$ cat config.mk
export PLATFORM = sky130hd
export DESIGN_NAME = lname_mbus_rx_buffer_flat
export DESIGN_NICKNAME = d
export VERILOG_FILES = /design/src/rtl/lname_mbus_rx_buffer_pkg.sv /design/src/rtl/lname_mbus_rx_buffer_if.sv /design/src/rtl/lname_mbus_rx_fifo.sv /design/src/rtl/lname_mbus_sync2.sv /design/src/rtl/lname_mbus_rx_buffer.sv /design/src/flat_wrapper.sv
export SDC_FILE = /design/constraint.sdc
export NUM_CORES = 1
export LEC_CHECK = 0
export ABC_AREA = 1
export CAP_MARGIN = 20
export CORE_UTILIZATION = 28
export DETAILED_ROUTE_END_ITERATION = 16
export GPL_TIMING_DRIVEN = 0
export SLEW_MARGIN = 25
export SYNTH_ARGS = -nofsm -noshare
export SYNTH_HDL_FRONTEND = slang
export SYNTH_SLANG_ARGS = --single-unit
$ cat constraint.sdc
create_clock -name CLK_EXT -period 7.6 [get_ports CLK_EXT]
set_clock_uncertainty 0.2 [all_clocks]
set_input_delay 1.14 -clock CLK_EXT [delete_from_list [all_inputs] [get_ports CLK_EXT]]
set_output_delay 1.14 -clock CLK_EXT [all_outputs]
set_load 0.02 [all_outputs]
$ cat src/rtl/lname_mbus_rx_buffer_pkg.sv
// Shared types for the MBus receive buffer: FIFO entry, handshake FSM states, width helpers.
// Bus widths come from MBUS_ADDR_WIDTH / MBUS_DATA_WIDTH and default to 32 bits.
`ifndef MBUS_ADDR_WIDTH
`define MBUS_ADDR_WIDTH 32
`endif
`ifndef MBUS_DATA_WIDTH
`define MBUS_DATA_WIDTH 32
`endif

package lname_mbus_rx_buffer_pkg;
    localparam int ADDR_W = `MBUS_ADDR_WIDTH;
    localparam int DATA_W = `MBUS_DATA_WIDTH;

    typedef struct packed {
        logic [ADDR_W-1:0] addr;
        logic [DATA_W-1:0] data;
        logic              first;
        logic              last;
        logic              fail;
        logic              bcast;
    } rx_entry_t;

    localparam int ENTRY_W = $bits(rx_entry_t);

    typedef enum logic [1:0] {
        ST_IDLE    = 2'd0,
        ST_ACK     = 2'd1,
        ST_WAITLOW = 2'd2
    } rx_state_e;

    function automatic int ptr_w(input int depth);
        return (depth > 1) ? $clog2(depth) : 1;
    endfunction

    function automatic int level_w(input int depth);
        return $clog2(depth + 1);
    endfunction
endpackage

$ cat src/rtl/lname_mbus_rx_buffer_if.sv
// Node-side RX four-phase handshake and layer-side valid/ready stream of the receive buffer.
// RX side: node raises RX_REQ with stable RX_*; buffer raises RX_ACK; node drops RX_REQ; buffer drops RX_ACK.
// OUT side: a head word transfers on every clock edge where OUT_VALID and OUT_READY are both 1.
interface lname_mbus_rx_buffer_if;
    import lname_mbus_rx_buffer_pkg::*;

    logic              RX_REQ;
    logic [ADDR_W-1:0] RX_ADDR;
    logic [DATA_W-1:0] RX_DATA;
    logic              RX_PEND;
    logic              RX_BROADCAST;
    logic              RX_FAIL;
    logic              RX_ACK;

    logic              OUT_VALID;
    logic              OUT_READY;
    logic [ADDR_W-1:0] OUT_ADDR;
    logic [DATA_W-1:0] OUT_DATA;
    logic              OUT_FIRST;
    logic              OUT_LAST;
    logic              OUT_FAIL;
    logic              OUT_BCAST;

    modport slave (
        input  RX_REQ, RX_ADDR, RX_DATA, RX_PEND, RX_BROADCAST, RX_FAIL,
        output RX_ACK,
        output OUT_VALID, OUT_ADDR, OUT_DATA, OUT_FIRST, OUT_LAST, OUT_FAIL, OUT_BCAST,
        input  OUT_READY
    );

    modport master (
        output RX_REQ, RX_ADDR, RX_DATA, RX_PEND, RX_BROADCAST, RX_FAIL,
        input  RX_ACK,
        input  OUT_VALID, OUT_ADDR, OUT_DATA, OUT_FIRST, OUT_LAST, OUT_FAIL, OUT_BCAST,
        output OUT_READY
    );
endinterface

$ cat src/rtl/lname_mbus_rx_fifo.sv
// Parametric entry FIFO: power-of-two storage, wrapping pointers, occupancy count.
module lname_mbus_rx_fifo
    import lname_mbus_rx_buffer_pkg::*;
#(
    parameter int DEPTH = 8
) (
    input  logic                      clk,
    input  logic                      rst,
    input  logic                      push_i,
    input  logic                      pop_i,
    input  rx_entry_t                 wr_entry_i,
    output rx_entry_t                 head_o,
    output logic                      valid_o,
    output logic                      full_o,
    output logic [level_w(DEPTH)-1:0] level_o
);
    localparam int PW = ptr_w(DEPTH);
    localparam int LW = level_w(DEPTH);

    rx_entry_t     mem_q [DEPTH];
    logic [PW-1:0] wr_ptr_q, rd_ptr_q;
    logic [LW-1:0] level_q;

    always_ff @(posedge clk or posedge rst) begin
        if (rst) begin
            wr_ptr_q <= '0;
            rd_ptr_q <= '0;
            level_q  <= '0;
        end else begin
            if (push_i) wr_ptr_q <= wr_ptr_q + PW'(1);
            if (pop_i)  rd_ptr_q <= rd_ptr_q + PW'(1);
            if (push_i && !pop_i)      level_q <= level_q + LW'(1);
            else if (pop_i && !push_i) level_q <= level_q - LW'(1);
        end
    end

    always_ff @(posedge clk) begin
        if (push_i) mem_q[wr_ptr_q] <= wr_entry_i;
    end

    // Storage is not reset; the head reads as zero whenever nothing is buffered.
    assign valid_o = (level_q != '0);
    assign full_o  = (level_q == LW'(DEPTH));
    assign level_o = level_q;
    assign head_o  = valid_o ? mem_q[rd_ptr_q] : '0;
endmodule

$ cat src/rtl/lname_mbus_sync2.sv
// Standard two-flop synchronizer wrapper for single-bit asynchronous levels.
module lname_mbus_sync2 (
    input  logic clk,
    input  logic rst,
    input  logic d_i,
    output logic q_o
);
    logic [1:0] sync_q;

    always_ff @(posedge clk or posedge rst) begin
        if (rst) sync_q <= '0;
        else     sync_q <= {sync_q[0], d_i};
    end

    assign q_o = sync_q[1];
endmodule

$ cat src/rtl/lname_mbus_rx_buffer.sv
// MBus receive buffer: synchronizes the node handshake, tags message words and queues them.
// Optional macro LNAME_MBUS_RX_BUFFER_BCAST_FILTER_EN adds ACCEPT_BCAST to discard broadcasts.
module lname_mbus_rx_buffer
    import lname_mbus_rx_buffer_pkg::*;
#(
    parameter int DEPTH = 8
) (
    input  logic                      CLK_EXT,
    input  logic                      RESET,
    lname_mbus_rx_buffer_if.slave     bus,
`ifdef LNAME_MBUS_RX_BUFFER_BCAST_FILTER_EN
    input  logic                      ACCEPT_BCAST,
`endif
    output logic [level_w(DEPTH)-1:0] LEVEL,
    output logic                      OVERFLOW,
    output rx_state_e                 dbg_state_o
);
    rx_state_e         state_q, state_d;
    logic              req_s, fail_s, fail_prev_q;
    logic              in_msg_q, in_msg_d;
    logic              overflow_q, overflow_d;
    logic [ADDR_W-1:0] msg_addr_q, msg_addr_d;
    logic              msg_bcast_q, msg_bcast_d;
    logic              push, pop, fifo_full, full, fifo_valid, keep_word, marker_req;
    rx_entry_t         wr_entry, head;

    lname_mbus_sync2 u_req_sync  (.clk(CLK_EXT), .rst(RESET), .d_i(bus.RX_REQ),  .q_o(req_s));
    lname_mbus_sync2 u_fail_sync (.clk(CLK_EXT), .rst(RESET), .d_i(bus.RX_FAIL), .q_o(fail_s));

    lname_mbus_rx_fifo #(.DEPTH(DEPTH)) u_fifo (
        .clk(CLK_EXT), .rst(RESET), .push_i(push), .pop_i(pop), .wr_entry_i(wr_entry),
        .head_o(head), .valid_o(fifo_valid), .full_o(fifo_full), .level_o(LEVEL)
    );

    // Room is judged after this cycle's pop so a full FIFO can take a word while draining.
    assign pop        = fifo_valid & bus.OUT_READY;
    assign full       = fifo_full & ~pop;
    assign marker_req = fail_s & ~fail_prev_q & in_msg_q;

`ifdef LNAME_MBUS_RX_BUFFER_BCAST_FILTER_EN
    assign keep_word = ~bus.RX_BROADCAST | ACCEPT_BCAST;
`else
    assign keep_word = 1'b1;
`endif

    always_comb begin
        state_d     = state_q;
        push        = 1'b0;
        wr_entry    = '0;
        in_msg_d    = in_msg_q;
        overflow_d  = overflow_q;
        msg_addr_d  = msg_addr_q;
        msg_bcast_d = msg_bcast_q;

        if (marker_req) begin
            in_msg_d = 1'b0;
            if (full) begin
                overflow_d = 1'b1;
            end else begin
                push           = 1'b1;
                wr_entry.addr  = msg_addr_q;
                wr_entry.last  = 1'b1;
                wr_entry.fail  = 1'b1;
                wr_entry.bcast = msg_bcast_q;
            end
        end

        case (state_q)
            ST_IDLE: begin
                // A marker push owns the write port; the word waits one cycle.
                if (req_s && !marker_req) begin
                    if (!keep_word) begin
                        state_d = ST_ACK;
                    end else if (!full) begin
                        state_d        = ST_ACK;
                        push           = 1'b1;
                        wr_entry.addr  = bus.RX_ADDR;
                        wr_entry.data  = bus.RX_DATA;
                        wr_entry.first = ~in_msg_q;
                        wr_entry.last  = ~bus.RX_PEND;
                        wr_entry.bcast = bus.RX_BROADCAST;
                        in_msg_d       = bus.RX_PEND;
                        msg_addr_d     = bus.RX_ADDR;
                        msg_bcast_d    = bus.RX_BROADCAST;
                    end
                end
            end
            ST_ACK:     state_d = ST_WAITLOW;
            ST_WAITLOW: if (!req_s) state_d = ST_IDLE;
            default:    state_d = ST_IDLE;
        endcase
    end

    always_ff @(posedge CLK_EXT or posedge RESET) begin
        if (RESET) begin
            state_q     <= ST_IDLE;
            fail_prev_q <= 1'b0;
            in_msg_q    <= 1'b0;
            overflow_q  <= 1'b0;
            msg_addr_q  <= '0;
            msg_bcast_q <= 1'b0;
        end else begin
            state_q     <= state_d;
            fail_prev_q <= fail_s;
            in_msg_q    <= in_msg_d;
            overflow_q  <= overflow_d;
            msg_addr_q  <= msg_addr_d;
            msg_bcast_q <= msg_bcast_d;
        end
    end

    assign bus.RX_ACK    = (state_q != ST_IDLE);
    assign bus.OUT_VALID = fifo_valid;
    assign bus.OUT_ADDR  = head.addr;
    assign bus.OUT_DATA  = head.data;
    assign bus.OUT_FIRST = head.first;
    assign bus.OUT_LAST  = head.last;
    assign bus.OUT_FAIL  = head.fail;
    assign bus.OUT_BCAST = head.bcast;
    assign OVERFLOW      = overflow_q;
    assign dbg_state_o   = state_q;
endmodule

$ cat src/flat_wrapper.sv
// flat-port wrapper written by rule: the top's interface ports become plain ports
module lname_mbus_rx_buffer_flat import lname_mbus_rx_buffer_pkg::*;
#(
    parameter int DEPTH = 8
)
  (CLK_EXT, RESET, LEVEL, OVERFLOW, dbg_state_o, bus_RX_REQ, bus_RX_ADDR, bus_RX_DATA, bus_RX_PEND, bus_RX_BROADCAST, bus_RX_FAIL, bus_RX_ACK, bus_OUT_VALID, bus_OUT_ADDR, bus_OUT_DATA, bus_OUT_FIRST, bus_OUT_LAST, bus_OUT_FAIL, bus_OUT_BCAST, bus_OUT_READY);
  lname_mbus_rx_buffer_if bus_i ();
  input  logic CLK_EXT;
  input  logic RESET;
  output logic [level_w(DEPTH)-1:0] LEVEL;
  output logic OVERFLOW;
  output rx_state_e dbg_state_o;
  input wire logic [$bits(bus_i.RX_REQ)-1:0] bus_RX_REQ;
  input wire logic [$bits(bus_i.RX_ADDR)-1:0] bus_RX_ADDR;
  input wire logic [$bits(bus_i.RX_DATA)-1:0] bus_RX_DATA;
  input wire logic [$bits(bus_i.RX_PEND)-1:0] bus_RX_PEND;
  input wire logic [$bits(bus_i.RX_BROADCAST)-1:0] bus_RX_BROADCAST;
  input wire logic [$bits(bus_i.RX_FAIL)-1:0] bus_RX_FAIL;
  output wire logic [$bits(bus_i.RX_ACK)-1:0] bus_RX_ACK;
  output wire logic [$bits(bus_i.OUT_VALID)-1:0] bus_OUT_VALID;
  output wire logic [$bits(bus_i.OUT_ADDR)-1:0] bus_OUT_ADDR;
  output wire logic [$bits(bus_i.OUT_DATA)-1:0] bus_OUT_DATA;
  output wire logic [$bits(bus_i.OUT_FIRST)-1:0] bus_OUT_FIRST;
  output wire logic [$bits(bus_i.OUT_LAST)-1:0] bus_OUT_LAST;
  output wire logic [$bits(bus_i.OUT_FAIL)-1:0] bus_OUT_FAIL;
  output wire logic [$bits(bus_i.OUT_BCAST)-1:0] bus_OUT_BCAST;
  input wire logic [$bits(bus_i.OUT_READY)-1:0] bus_OUT_READY;
  assign bus_i.RX_REQ = bus_RX_REQ;
  assign bus_i.RX_ADDR = bus_RX_ADDR;
  assign bus_i.RX_DATA = bus_RX_DATA;
  assign bus_i.RX_PEND = bus_RX_PEND;
  assign bus_i.RX_BROADCAST = bus_RX_BROADCAST;
  assign bus_i.RX_FAIL = bus_RX_FAIL;
  assign bus_RX_ACK = bus_i.RX_ACK;
  assign bus_OUT_VALID = bus_i.OUT_VALID;
  assign bus_OUT_ADDR = bus_i.OUT_ADDR;
  assign bus_OUT_DATA = bus_i.OUT_DATA;
  assign bus_OUT_FIRST = bus_i.OUT_FIRST;
  assign bus_OUT_LAST = bus_i.OUT_LAST;
  assign bus_OUT_FAIL = bus_i.OUT_FAIL;
  assign bus_OUT_BCAST = bus_i.OUT_BCAST;
  assign bus_i.OUT_READY = bus_OUT_READY;
  lname_mbus_rx_buffer #(.DEPTH(DEPTH)) u_core (.CLK_EXT(CLK_EXT), .RESET(RESET), .bus(bus_i), .LEVEL(LEVEL), .OVERFLOW(OVERFLOW), .dbg_state_o(dbg_state_o));
endmodule
==> results.tsv, run 1 <==
metric	value	unit
status	finished clean	
number of global-route vias before repair	17500	
Slew @ Worst Pin	1.02	ns
Worst-path clk slew	0.06	ns
Period minus WS final	4.74	ns
crit start category	register	
Placer Congestion	0.756	
area leader, netlist	edfxtp_1	
initial drt markers	1683	
Max IR drop VDD	0.239	mV
Antenna Nets Post-Route	0	
clock tree from TritonCTS	done	
Final Max Slew Viols	0	
via count	18500	
die height	311	um
crit share post-route	62.4	%
unrepaired setup endpoints after global routing	false	
final hold slack	0.153	ns
Tot Pwr	13.3	mW
deepest clock path buffer count	3	
Fmax	0.211	GHz
Slew headroom	31.1	%
final WL	73800	um
Seq/Total Area, Yosys	65.9	%
# setup viols final	0	
top cells by area, synth	edfxtp_1, nand2_1, inv_1	
ratio of cells with drive above 1 in the final layout	9.05	%
Mapped Nets	2827	
Core Util, Final	34.3	%
Root Buffer	clkbuf_16	
most common cell after layout, fill and taps aside	nand2_1	
drt wl/cell	17.2	um
cell area after layout	0.0325	mm^2
IO Pins	148	
setup_tns	0	ns
first-pass GRT wire length	110000	um
Post-Place Worst Slack	3.18	ns
Ys Warns	0	
starting density of the core	28.2	%
CP required	6.26	ns
CTS-repair resized insts	0	
DRC violations left	0	
leakage	14.6	nW
WP data arrival	3.40	ns
commonest non-fill, non-tap cells in the layout	nand2_1, inv_1, edfxtp_1	
CTS buffer count	60	
Chip Width	311	um
synthesized cell area	0.0268	mm^2
post-synth cell types	29	
Post-DP Area	0.0306	mm^2
post-CTS setup buffer count	0	
Max Cap Viol	0	
HPWL Detailed	49400	um
HP Class	reg2reg	
area grow syn2layout	21.6	%
GRT Residual Overflow	0	
die area	0.0969	mm^2
Row Count	113	
gr usage total	15.1	%
Core ar.	0.0949	mm^2
H-Tree Depth	2	
critical path type	reg2out	
final hold vios	0	
Setup crit end kind	primary output	
hold-fix buffers at CTS	0	
Final #Nets	3066	
antenna violations before repair	2	
placed cells	4192	
Sink Count	596	
Port Buffers	147	
syn_area_per_cell	9.74	um^2
#FFs+latches synth	596	
fin cells	4303	
Syn Inst Count	2750	
final setup margin	2.86	ns
Skew-Pair Late Insertion Delay	0.63	ns
first-pass detailed-route iteration total	5	
Power Dens Cells	407	mW/mm^2
critical path fanouts, max	10	
area share of the largest cell type after synthesis	61.0	%
via/cell ratio	4.30	
largest net degree at the start of global routing	46	
ANT cells	0	
-- power by group --
| group | switching, mW | total (mW) | internal [mW] |
|---|---|---|---|
| logic | 3.93 | 5.90 | 1.97 |
| registers | 0.167 | 4.44 | 4.27 |
| clock network | 1.26 | 2.91 | 1.65 |
-- registers in the layout, indices dropped and copies added (netlist names) --
register                   count
u_core.u_fifo.mem_q          544
u_core.msg_addr_q             32
u_core.u_fifo.level_o          4
u_core.u_fifo.rd_ptr_q         3
u_core.u_fifo.wr_ptr_q         3
u_core.dbg_state_o             2
u_core.u_fail_sync.sync_q      2
u_core.u_req_sync.sync_q       2
u_core.OVERFLOW                1
u_core.fail_prev_q             1
u_core.in_msg_q                1
u_core.msg_bcast_q             1
-- logic make-up after synthesis --
group,share of synthesized area (%)
and+or+nand+nor,20.4
buffers and inverters,11.6
DFF,65.9
AOI/OAI and AO/OA,1.64
xor gates and xnor gates,0.229
adders and majority gates,0.308
-- cells in the mapped netlist --
library cell,instances
clkbuf_2,1
buf_1,8
nand3_4,2
inv_1,627
nand3_1,343
nand2_1,759
a21oi_1,2
clkbuf_1,18
fa_1,1
nor2_1,183
nor2_2,1
o21ai_1,4
nand4_1,1
xor2_1,2
ha_1,5
nand2_2,21
nand3_2,1
o21ai_2,20
nor2_4,1
o21bai_1,1
xnor2_1,5
o21ai_0,45
buf_4,8
buf_8,3
inv_2,1
dfrtp_1,52
edfxtp_1,544
buf_2,78
buf_6,13
-- metal layers --
metal | wire length (um) | GRT usage (%) | vias up
met5 | 0 | 0 | -
met4 | 1530 | 3.90 | 0
met3 | 5570 | 2.84 | 100
met2 | 33800 | 24.1 | 606
met1 | 32900 | 20.9 | 8749
li1 | - | - | 9052
-- worst paths after layout --
| path | start | endpoint | slack [ns] | depth (start not counted) |
|---|---|---|---|---|
| min | u_core.u_fail_sync.sync_q[0] | u_core.u_fail_sync.sync_q[1] | 0.15 | 0 |
| max reg2reg | u_core.in_msg_q | u_core.u_fifo.mem_q[4][28] | 4.37 | 9 |
| min reg2reg | u_core.u_fail_sync.sync_q[0] | u_core.u_fail_sync.sync_q[1] | 0.15 | 0 |
| max | u_core.u_fifo.rd_ptr_q[2] | bus_OUT_ADDR[4] | 2.86 | 5 |
| min in group asynchronous | RESET | u_core.msg_addr_q[10] | 0.60 | 2 |
| max in group asynchronous | RESET | u_core.msg_addr_q[25] | 6.09 | 3 |
-- critical path, cell delays in order (launching register included) --
cell and delay (ns):
dfrtp_1 0.34, clkbuf_1 0.66, clkbuf_1 0.52, nor2_1 0.11, nor2_1 0.43, clkdlybuf4s50_1 0.71
-- layout make-up --
class | count | area (um^2)
clock inverters | 25 | 188
repair buffers | 177 | 2210
inverters | 628 | 2360
well taps | 1265 | 1580
plain buffers | 129 | 744
fillers | 9382 | 62300
flip-flops and latches | 596 | 17600
clock buffers | 86 | 1730
multi-input cells | 1397 | 6090
(Power assumes the default switching activity.)
==> run 2, diff against run 1 <==
- clock period: 7.6 -> 4.4 ns (I/O delays scaled with it)
==> run 2 against run 1 <==
Cell area about the same; clock power up 74%; via count down 0.22%; sequential share of layout area about the same; global-route usage about the same; routed wire length down 0.44%; hold slack better by 0.0021 ns; utilization about the same; total power up 73%; largest power group unchanged.
==> results.tsv, run 2 (synthesis results as in run 1) <==
metric	value	unit
crit share post-route	95.8	%
setup_tns	0	ns
Sink Count	596	
CP max-delay cell	clkdlybuf4s50_1	
drt wl/cell	17.1	um
CP required	3.54	ns
Worst-path clk slew	0.07	ns
commonest non-fill, non-tap cells in the layout	nand2_1, inv_1, edfxtp_1	
first-pass GRT wire length	110000	um
max reg flops	544	
CTS buffer count	60	
Fillers	9384	
Core ar.	0.0949	mm^2
status	finished clean	
die height	311	um
cells along the critical path	clkdlybuf4s15_1, clkbuf_1, nor2_1, nor2_1, clkdlybuf4s50_1	
deepest clock path buffer count	3	
Root Buffer	clkbuf_16	
most frequent CP cell	nor2_1	
critical path's largest stage delay	0.71	ns
IO Pins	148	
starting density of the core	28.2	%
Setup crit end kind	primary output	
Tot Pwr	22.9	mW
Chip Width	311	um
Max Cap Viol	0	
ANT cells	0	
crit start category	register	
Period minus WS final	4.22	ns
Max IR drop VDD	0.358	mV
Antenna Nets Post-Route	0	
Row Count	113	
Port Buffers	147	
first-pass detailed-route iteration total	7	
number of global-route vias before repair	17600	
H-Tree Depth	2	
WP data arrival	3.36	ns
hold-fix buffers at CTS	0	
Fmax	0.237	GHz
Slew @ Worst Pin	1.10	ns
Final #Nets	3066	
cell area after layout	0.0326	mm^2
Placer Congestion	0.762	
critical path type	reg2out	
Core Util, Final	34.3	%
via count	18500	
critical path fanouts, max	10	
Post-DP Area	0.0306	mm^2
Skew-Pair Late Insertion Delay	0.63	ns
final hold vios	0	
# setup viols final	0	
largest net degree at the start of global routing	38	
DRC violations left	0	
GRT Residual Overflow	0	
leakage	14.6	nW
most common cell after layout, fill and taps aside	nand2_1	
most flop-heavy register	u_core.u_fifo.mem_q	
Slew headroom	26.0	%
HPWL Detailed	49900	um
final WL	73500	um
antenna violations before repair	3	
via/cell ratio	4.29	
final hold slack	0.155	ns
area grow syn2layout	21.6	%
gr usage total	15.1	%
HP Class	reg2reg	
Power Dens Cells	704	mW/mm^2
die area	0.0969	mm^2
ratio of cells with drive above 1 in the final layout	9.15	%
initial drt markers	1592	
clock tree from TritonCTS	done	
Final Max Slew Viols	0	
run 2: cell type report:
class / instances / area (um^2) / area share, %
Multi-Input combinational cell: 1397 / 6090 / 18.7
Timing Repair Buffer: 177 / 2200 / 6.77
Clock inverter: 35 / 304 / 0.934
Buffer: 129 / 751 / 2.31
Sequential cell: 596 / 17600 / 54.2
Tap cell: 1265 / 1580 / 4.86
Inverter: 628 / 2360 / 7.25
Clock buffer: 75 / 1620 / 4.97
run 2: power breakdown:
group,internal (mW),switching (mW)
clock network,2.88,2.17
logic,3.40,6.81
registers,7.38,0.286
total,13.7,9.27
run 2: worst paths after layout:
check / startpoint / slack, ns / cells after the start / endpoint
setup / recovery: u_core.u_fifo.rd_ptr_q[2] / 0.18 / 5 / bus_OUT_ADDR[2]
hold / removal: u_core.u_fail_sync.sync_q[0] / 0.16 / 0 / u_core.u_fail_sync.sync_q[1]
setup reg to reg: u_core.in_msg_q / 1.41 / 8 / u_core.u_fifo.mem_q[0][22]
hold reg to reg: u_core.u_fail_sync.sync_q[0] / 0.16 / 0 / u_core.u_fail_sync.sync_q[1]
max in group asynchronous: RESET / 3.28 / 3 / u_core.msg_addr_q[29]
min in group asynchronous: RESET / 0.17 / 2 / u_core.msg_addr_q[7]
run 2: stage by stage:
step,worst slack [ns],cells
finish,0.183,4302
global route,-0.00772,4302
CTS,0.166,4302
detailed placement,0.693,4192
global placement,-4.17,4162
floorplan,-0.298,2750
run 2: routing by layer:
layer  vias up  global-route usage [%]  wire, um
met5         -                       0         0
met1      8749                    20.8     32700
li1       9050                       -         -
met4         0                    3.80      1440
met3        80                    2.94      5400
met2       588                    24.2     33900
run 2: what timing repair did:
item	4_1_cts	5_1_grt
setup endpoints to repair	0	1
buffers inserted	0	0
gates resized for setup	0	2
run 2: worst max-delay path: cells and delay by family (launching register included):
family	cells	cell delay, ns
AND/OR/NAND/NOR	2	0.51
flip-flops	1	0.35
buffers and inverters	3	1.88
